[src/rtl/multicycle_main_fsm.sv]
// Main control FSM for a multicycle RV32I datapath.
// Each instruction takes 3 to 5 clocks through the shared memory, IR, ALU and writeback paths.
// Also provides optional memory wait states, an illegal-opcode trap and a retired-instruction
// counter.
module multicycle_main_fsm #(
    parameter int unsigned MEM_WAIT  = 0,
    parameter int unsigned CNT_WIDTH = 32
) (
    input  logic                 clk,
    input  logic                 reset,
    input  logic [6:0]           op,
    input  logic                 Zero,
    input  logic                 MemReady,
    output logic                 PCWrite,
    output logic                 AdrSrc,
    output logic                 MemWrite,
    output logic                 MemReq,
    output logic                 IRWrite,
    output logic                 RegWrite,
    output logic [1:0]           ResultSrc,
    output logic [1:0]           ALUSrcA,
    output logic [1:0]           ALUSrcB,
    output logic [1:0]           ALUOp,
    output logic [1:0]           ImmSrc,
    output logic                 IllegalOp,
    output logic [CNT_WIDTH-1:0] InstrRetired
);

    localparam bit WaitEn = (MEM_WAIT != 0);

    localparam logic [6:0] OpLoad  = 7'b0000011;
    localparam logic [6:0] OpStore = 7'b0100011;
    localparam logic [6:0] OpRType = 7'b0110011;
    localparam logic [6:0] OpIType = 7'b0010011;
    localparam logic [6:0] OpBeq   = 7'b1100011;
    localparam logic [6:0] OpJal   = 7'b1101111;

    // Mux select encodings
    localparam logic [1:0] ResAluOut = 2'b00;
    localparam logic [1:0] ResData   = 2'b01;
    localparam logic [1:0] ResAluRes = 2'b10;
    localparam logic [1:0] SrcAPc    = 2'b00;
    localparam logic [1:0] SrcAOldPc = 2'b01;
    localparam logic [1:0] SrcARs1   = 2'b10;
    localparam logic [1:0] SrcBRs2   = 2'b00;
    localparam logic [1:0] SrcBImm   = 2'b01;
    localparam logic [1:0] SrcBFour  = 2'b10;
    localparam logic [1:0] AluAdd    = 2'b00;
    localparam logic [1:0] AluSub    = 2'b01;
    localparam logic [1:0] AluFunct  = 2'b10;

    typedef enum logic [3:0] {
        StFetch    = 4'd0,
        StDecode   = 4'd1,
        StMemAdr   = 4'd2,
        StMemRead  = 4'd3,
        StMemWb    = 4'd4,
        StMemWrite = 4'd5,
        StExecR    = 4'd6,
        StExecI    = 4'd7,
        StAluWb    = 4'd8,
        StBeq      = 4'd9,
        StJal      = 4'd10,
        StIllegal  = 4'd11
    } state_e;

    state_e               state_q, state_d;
    state_e               state_dec;
    logic [CNT_WIDTH-1:0] cnt_q, cnt_d;
    logic                 mem_ready;
    logic                 retire;
    logic                 pc_update;
    logic                 branch;

    // With wait states disabled, every memory access completes in one cycle.
    assign mem_ready = !WaitEn || MemReady;

    // Next-state selection and retire detection.
    always_comb begin
        state_d = state_q;
        retire  = 1'b0;
        unique case (state_q)
            StFetch: begin
                if (mem_ready) state_d = StDecode;
            end
            StDecode: begin
                case (op)
                    OpLoad, OpStore: state_d = StMemAdr;
                    OpRType:         state_d = StExecR;
                    OpIType:         state_d = StExecI;
                    OpBeq:           state_d = StBeq;
                    OpJal:           state_d = StJal;
                    default:         state_d = StIllegal;
                endcase
            end
            StMemAdr: begin
                state_d = (op == OpLoad) ? StMemRead : StMemWrite;
            end
            StMemRead: begin
                if (mem_ready) state_d = StMemWb;
            end
            StMemWb: begin
                state_d = StFetch;
                retire  = 1'b1;
            end
            StMemWrite: begin
                if (mem_ready) begin
                    state_d = StFetch;
                    retire  = 1'b1;
                end
            end
            StExecR, StExecI: begin
                state_d = StAluWb;
            end
            StAluWb: begin
                state_d = StFetch;
                retire  = 1'b1;
            end
            StBeq: begin
                state_d = StFetch;
                retire  = 1'b1;
            end
            StJal: begin
                state_d = StAluWb;
            end
            StIllegal: begin
                // Trapped until reset.
                state_d = StIllegal;
            end
            default: begin
                state_d = StFetch;
            end
        endcase
    end

    // Retire counter next value; wraps naturally at the counter width.
    always_comb begin
        cnt_d = cnt_q;
        if (retire) cnt_d = cnt_q + CNT_WIDTH'(1);
    end

    // State and counter registers with synchronous reset.
    always_ff @(posedge clk) begin
        if (reset) begin
            state_q <= StFetch;
            cnt_q   <= '0;
        end else begin
            state_q <= state_d;
            cnt_q   <= cnt_d;
        end
    end

    assign InstrRetired = cnt_q;

    // During reset the mux selects show FETCH values so the datapath is parked predictably.
    assign state_dec = reset ? StFetch : state_q;

    // Moore output decode, with MemReady gating of the one-shot fetch enables.
    always_comb begin
        PCWrite   = 1'b0;
        AdrSrc    = 1'b0;
        MemWrite  = 1'b0;
        MemReq    = 1'b0;
        IRWrite   = 1'b0;
        RegWrite  = 1'b0;
        ResultSrc = ResAluOut;
        ALUSrcA   = SrcAPc;
        ALUSrcB   = SrcBRs2;
        ALUOp     = AluAdd;
        IllegalOp = 1'b0;
        pc_update = 1'b0;
        branch    = 1'b0;
        unique case (state_dec)
            StFetch: begin
                AdrSrc    = 1'b0;
                MemReq    = 1'b1;
                IRWrite   = mem_ready;
                ALUSrcA   = SrcAPc;
                ALUSrcB   = SrcBFour;
                ALUOp     = AluAdd;
                ResultSrc = ResAluRes;
                pc_update = mem_ready;
            end
            StDecode: begin
                ALUSrcA = SrcAOldPc;
                ALUSrcB = SrcBImm;
                ALUOp   = AluAdd;
            end
            StMemAdr: begin
                ALUSrcA = SrcARs1;
                ALUSrcB = SrcBImm;
                ALUOp   = AluAdd;
            end
            StMemRead: begin
                AdrSrc    = 1'b1;
                MemReq    = 1'b1;
                ResultSrc = ResAluOut;
            end
            StMemWb: begin
                ResultSrc = ResData;
                RegWrite  = 1'b1;
            end
            StMemWrite: begin
                AdrSrc    = 1'b1;
                MemReq    = 1'b1;
                MemWrite  = 1'b1;
                ResultSrc = ResAluOut;
            end
            StExecR: begin
                ALUSrcA = SrcARs1;
                ALUSrcB = SrcBRs2;
                ALUOp   = AluFunct;
            end
            StExecI: begin
                ALUSrcA = SrcARs1;
                ALUSrcB = SrcBImm;
                ALUOp   = AluFunct;
            end
            StAluWb: begin
                ResultSrc = ResAluOut;
                RegWrite  = 1'b1;
            end
            StBeq: begin
                ALUSrcA   = SrcARs1;
                ALUSrcB   = SrcBRs2;
                ALUOp     = AluSub;
                ResultSrc = ResAluOut;
                branch    = 1'b1;
            end
            StJal: begin
                ALUSrcA   = SrcAOldPc;
                ALUSrcB   = SrcBFour;
                ALUOp     = AluAdd;
                ResultSrc = ResAluOut;
                pc_update = 1'b1;
            end
            StIllegal: begin
                IllegalOp = 1'b1;
            end
            default: begin
                IllegalOp = 1'b0;
            end
        endcase

        // Branch resolves combinationally from Zero in the same cycle.
        PCWrite = pc_update | (branch & Zero);

        // Reset suppresses every write enable and the trap flag.
        if (reset) begin
            PCWrite   = 1'b0;
            IRWrite   = 1'b0;
            RegWrite  = 1'b0;
            MemWrite  = 1'b0;
            MemReq    = 1'b0;
            IllegalOp = 1'b0;
        end
    end

    // Immediate format select, purely combinational from the opcode.
    always_comb begin
        case (op)
            OpLoad, OpIType: ImmSrc = 2'b00;
            OpStore:         ImmSrc = 2'b01;
            OpBeq:           ImmSrc = 2'b10;
            OpJal:           ImmSrc = 2'b11;
            default:         ImmSrc = 2'b00;
        endcase
    end

endmodule

[config.mk]
export PLATFORM = sky130hd
export DESIGN_NAME = multicycle_main_fsm
export DESIGN_NICKNAME = d
export VERILOG_FILES = /design/src/rtl/multicycle_main_fsm.sv
export SDC_FILE = /design/constraint.sdc
export NUM_CORES = 1
export LEC_CHECK = 0
export ABC_AREA = 1
export BUFFER_PORTS_ARGS = -buffer_cell sky130_fd_sc_hd__buf_2
export CAP_MARGIN = 10
export CORE_MARGIN = 2
export CORE_UTILIZATION = 40
export CTS_CLUSTER_SIZE = 25
export DETAILED_ROUTE_END_ITERATION = 16
export SYNTH_ARGS = -nofsm -noshare
export SYNTH_HDL_FRONTEND = slang
export SYNTH_SLANG_ARGS = --single-unit
[constraint.sdc]
create_clock -name clk -period 1.8 [get_ports clk]
set_input_delay 0.09 -clock clk [delete_from_list [all_inputs] [get_ports clk]]
set_output_delay 0.09 -clock clk [all_outputs]
set_load 0.005 [all_outputs]
Word level (Yosys, flattened, before mapping):

Index checks and enable logic that the tools add are counted.
Widths: inputs -> output; s select.

* flip-flop bits (word level): 36
* input port bits: 11
* output and inout bits: 49
* logic and storage cells: 70

* add/subtract/negate cells: 1
* equal/unequal tests: 28
* muxes and demuxes: 24
* bitwise logic cells: 2
* reductions and logical operators: 13

Operator list (number)
* $add 32x1->32 const B: 1
* $eq 4x3->1 const B: 8
* $eq 4x4->1 const B: 8
* $pmux 4 s6: 1
* $pmux 4 s5: 1
* $eq 4x2->1 const B: 4
* $pmux 2 s2: 4
* $mux 1: 15
* $eq 7x6->1 const B: 2
* $eq 7x7->1 const B: 2
* $reduce_or 2->1: 6
* $reduce_or 3->1: 3
* $eq 4x1->1 const B: 2
* $logic_not 4->1: 2
* $reduce_or 4->1: 2
* $eq 7x2->1 const B: 1
* $eq 7x5->1 const B: 1
* $pmux 2 s3: 1
* $mux 4: 1
* $mux 3: 1
* $and 1x1->1: 1
* $or 1x1->1: 1

Depth between registers and ports, before layout:

* word-level depth: 6
* mapped depth: 10
* mapped depth without buffers: 10

Worst setup path before layout:

No wires, ideal clock.

* path kind: reg2reg
* start: reg cnt_q[1] (netlist: InstrRetired[1])
* end: reg cnt_q[24] (netlist: InstrRetired[24])
* setup time: 0.110 ns
* data arrival time: 1.239 ns
* data required time: 1.690 ns
* setup slack: 0.451 ns
* stages on the path, launching flop included: 11
* buffers on the path: 0
* period minus slack after synthesis: 1.349 ns
* path through: dfxtp_1 -> ha_1 -> inv_1 -> nor2_1 -> inv_1 -> nor2_2 -> nand2_4 -> nor2_1 -> nand2_1 -> nand2_1 -> nor2_1

* cells in the longest elaborated chain, start to end: 1

RTL lines
* from (decl): line 69 `logic [CNT_WIDTH-1:0] cnt_q, cnt_d;`
* from (signal assigned): line 149 `cnt_q <= cnt_d;`
* $add 32x1->32: line 139 `if (retire) cnt_d = cnt_q + CNT_WIDTH'(1);`

No other way between the ends.
A chain may end at the register's enable or synchronous reset.

Final worst setup path:

* start: reg state_q[0]
* end: out PCWrite

* cells in the longest elaborated chain, start to end: 6
* elaborated cells on any way between the ends: 10
* classes of those cells: 2 x eq/ne; 4 x mux; 2 x bitwise; 2 x reduce/logical

RTL lines
* from (decl): line 67 `state_e state_q, state_d;`
* from (signal assigned): line 145 `state_q <= StFetch;`
* from (signal assigned): line 148 `state_q <= state_d;`
* $mux 4 (*): line 156 `assign state_dec = reset ? StFetch : state_q;`
* $eq 4x4->1 or $logic_not 4->1 (tied branches): line 173 `unique case (state_dec)`
* $reduce_or 2->1 (no source line) or $mux 1 (tied branches)
* $mux 1 or $and 1x1->1 (tied branches): line 173, 246
* $or 1x1->1 (*): line 246 `PCWrite = pc_update | (branch & Zero);`
* $mux 1 (*): line 249 `if (reset) begin`
* to (decl): line 14 `output logic PCWrite,`

Every way passes the cells marked *; elsewhere a longest branch is shown, timed or not.

==> run_results.csv <==
group,metric,value,unit
floorplanning,design.portCount,60,
global_routing,maximum_number_of_pins_on_one_net_before_global_route_repair,15,
cts,cts.repair_timing.setup_buffer_count,0,
floorplanning,placementRows,27,
sta,final-setup-viol-count,0,
worst_setup_path,cp_data_arrival_time,1.56,ns
cts,cts-htree-levels,2,
cts,tritoncts.num_buffers,5,
synth,register_area_share_after_synthesis,32.2,%
route,final_wirelength,5.63,mm
floorplanning,die-height,78.8,um
flow_run,max_cap_violations,0,
worst_setup_path,crit_path_end_kind,"primary output",
worst_setup_path,crit_type,"flip-flop to primary output",
cts,clockRootBuffer,"clkbuf_8",
cts,cts.clk_slew.worst_paths,0.07,ns
worst_setup_path,critPathLaunchType,"flip-flop",
sta,holdWs,0.134,ns
global_routing,initial_antenna_violation_count,0,
floorplanning,design.die.area,6210,um2
route,avgRoutedWirePerCell,11.3,um
sta,relSlewSlack,73.2,%
global_routing,global_route.overflow_total,0,
cts,ctsLongestPathBuffers,2,
sta,worst_clock_skew,0.00636,ns
cells_and_area,layout-drive-gt1-share,20.8,%
floorplanning,initial_utilization,40.9,%
route,drc,0,
floorplanning,fp.dieW,78.8,um
sta,max_slew.worst_pin.slew,0.399,ns
synth,postSynthCellCount,364,
cts,post_cts_hold_buffer_count,0,
worst_setup_path,crit_required,1.71,ns
route,first_pass_iters,4,
cts,clk_latency,0.28,ns
route,drt-initial-drc-count,95,
status,run_status,"finished clean",
sta,final.setup.tns,0,ns
sta,maxClockFrequency,606,MHz
placed_design,dp_hpwl,4.49,mm
synth,yosys.cell_types.count,32,
synth,netlist_area_before_placement,2240,um2
cells_and_area,nets,439,
sta,finalMaxSlewViolations,0,
global_routing,groute.usage.overall,19.0,%
route,postRouteAntennaNets,0,
placed_design,placement.io_buffers,58,
min_path,worstHoldPathType,"input port to flip-flop",
placed_design,gpl.final_weighted_congestion,0.856,
sta,final-hold-violation-count,0,
cts,clkSinkCount,36,
floorplanning,core_region_area,5470,um2
synth,number_of_synthesized_register_bits,36,
synth,avgSynthCellArea,6.15,um2
worst_setup_path,critical_path_peak_fanout,7,
cells_and_area,area.growth.synth_to_final,21.1,%
synth,postSynthNetCount,376,
sta,min_period_over_period,91.7,%
route,post_drt_via_cell_ratio,4.88,
power,vdd_ir_drop_max,0.576,mV
synth,yosys_warnings,0,
cells_and_area,filler_cell_count,602,
sta,grt_setup_unrepaired,"false",
power,power_leakage,1.26,nW
power,p_per_area,812,nW/um2
global_routing,first_global_vias,2270,
sta,layout_min_cycle_time,1.65,ns
route,routed-via-count,2439,
cells_and_area,diodes,0,
global_routing,wire_length_of_the_first_global_routing_pass,9.58,mm
cts,tritoncts_clock_tree,"yes",
power,totalPowerFinal,2.20,mW
[registers in the layout, indices dropped and copies added, names as in the netlist]
signal / count
InstrRetired: 32
state_q: 4
[cell usage after synthesis]
cell | instances | share of area (%)
o21bai_2 | 2 | 1.0
buf_2 | 1 | 0.22
clkbuf_1 | 3 | 0.50
nand2_4 | 2 | 1.0
nor2_2 | 4 | 1.1
nor4_1 | 3 | 0.84
o21ai_1 | 1 | 0.22
buf_1 | 1 | 0.17
nand4_1 | 9 | 2.5
o21bai_1 | 2 | 0.67
inv_2 | 5 | 0.84
nand2_1 | 90 | 15
ha_1 | 1 | 0.56
xor2_1 | 3 | 1.2
nor3_1 | 12 | 2.7
o21ai_0 | 11 | 2.5
o211ai_1 | 1 | 0.34
buf_6 | 1 | 0.50
a2111oi_0 | 1 | 0.39
and3_1 | 2 | 0.56
a21oi_1 | 20 | 4.5
xnor2_1 | 2 | 0.78
a211oi_1 | 1 | 0.34
nor2_4 | 4 | 2.0
nand3_2 | 1 | 0.45
nand3b_1 | 1 | 0.34
nor3_2 | 1 | 0.45
inv_1 | 49 | 8.2
nor2_1 | 65 | 11
dfxtp_1 | 36 | 32
nand3_1 | 28 | 6.3
nand3_4 | 1 | 0.78
[layer usage]
layer  GRT usage, %  part of all wire [%]
met1           23.1                    46
met2           33.3                    47
met3           4.20                   5.1
met4           6.38                   1.5
met5              0                     0
[critical path, stage by stage, from the launching register on]
cell     delay (ns)
dfxtp_1        0.40
inv_1          0.15
nor2_2         0.17
nand2_1        0.09
nor2_1         0.18
a21oi_1        0.09
nor2_1         0.08
buf_2          0.11
[where the power goes]
group / total, mW / switching, mW / internal (mW)
clock network: 0.588 / 0.276 / 0.312
logic: 0.691 / 0.452 / 0.239
registers: 0.922 / 0.0681 / 0.854
[placed cells by master, fill, tap and decap left out, drive strengths merged]
cell,instances
a2111oi,1
a211oi,1
a21oi,20
and3,2
buf,62
clkbuf,8
dfxtp,36
ha,1
inv,54
nand2,92
nand3,30
nand3b,1
nand4,9
nor2,73
nor3,13
nor4,3
o211ai,1
o21ai,12
o21bai,4
xnor2,2
xor2,3
[per-stage QoR]
step                      utilization, %  cells  setup WS [ns]  instance area (um2)
after floorplan                        -    364          0.451                 2240
after global placement              47.9    492          0.323                 2620
after detailed placement            47.9    492          0.305                 2620
after CTS                           49.5    500         0.0723                 2710
after global routing                49.5    500        0.00744                 2710
final                               49.5    500          0.150                 2710
[area by class of cell]
cell class                      instances  area, um2  area share [%]
Multi-Input combinational cell        268       1290            47.5
Sequential cell                        36        721            26.6
Timing Repair Buffer                   62        320            11.8
Inverter                               54        203            7.48
Clock buffer                            8       90.1            3.32
Tap cell                               72       90.1            3.32
[path summary, 6_finish.rpt]
path | startpoint | to | slack [ns] | depth (start not counted)
max reg2reg | state_q[3] | InstrRetired[31] | 0.31 | 7
min reg2reg | InstrRetired[6] | InstrRetired[6] | 0.49 | 2
max | state_q[0] | PCWrite | 0.15 | 7
min | op[4] | state_q[2] | 0.13 | 3
[logic make-up after synthesis]
logic type / share of synthesized area, %
xor+xnor: 1.96
fa+ha+maj: 0.559
compound gates: 9.89
flops: 32.2
buf+inv: 10.4
simple gates: 45.0
[timing repair]
| action | in CTS | in global routing |
|---|---|---|
| endpoints found under the hold margin | 0 | 0 |
| endpoints found under the setup margin | 0 | 1 |
| resized for setup | 0 | 1 |
No activity file was read; power rests on OpenSTA's default activity.
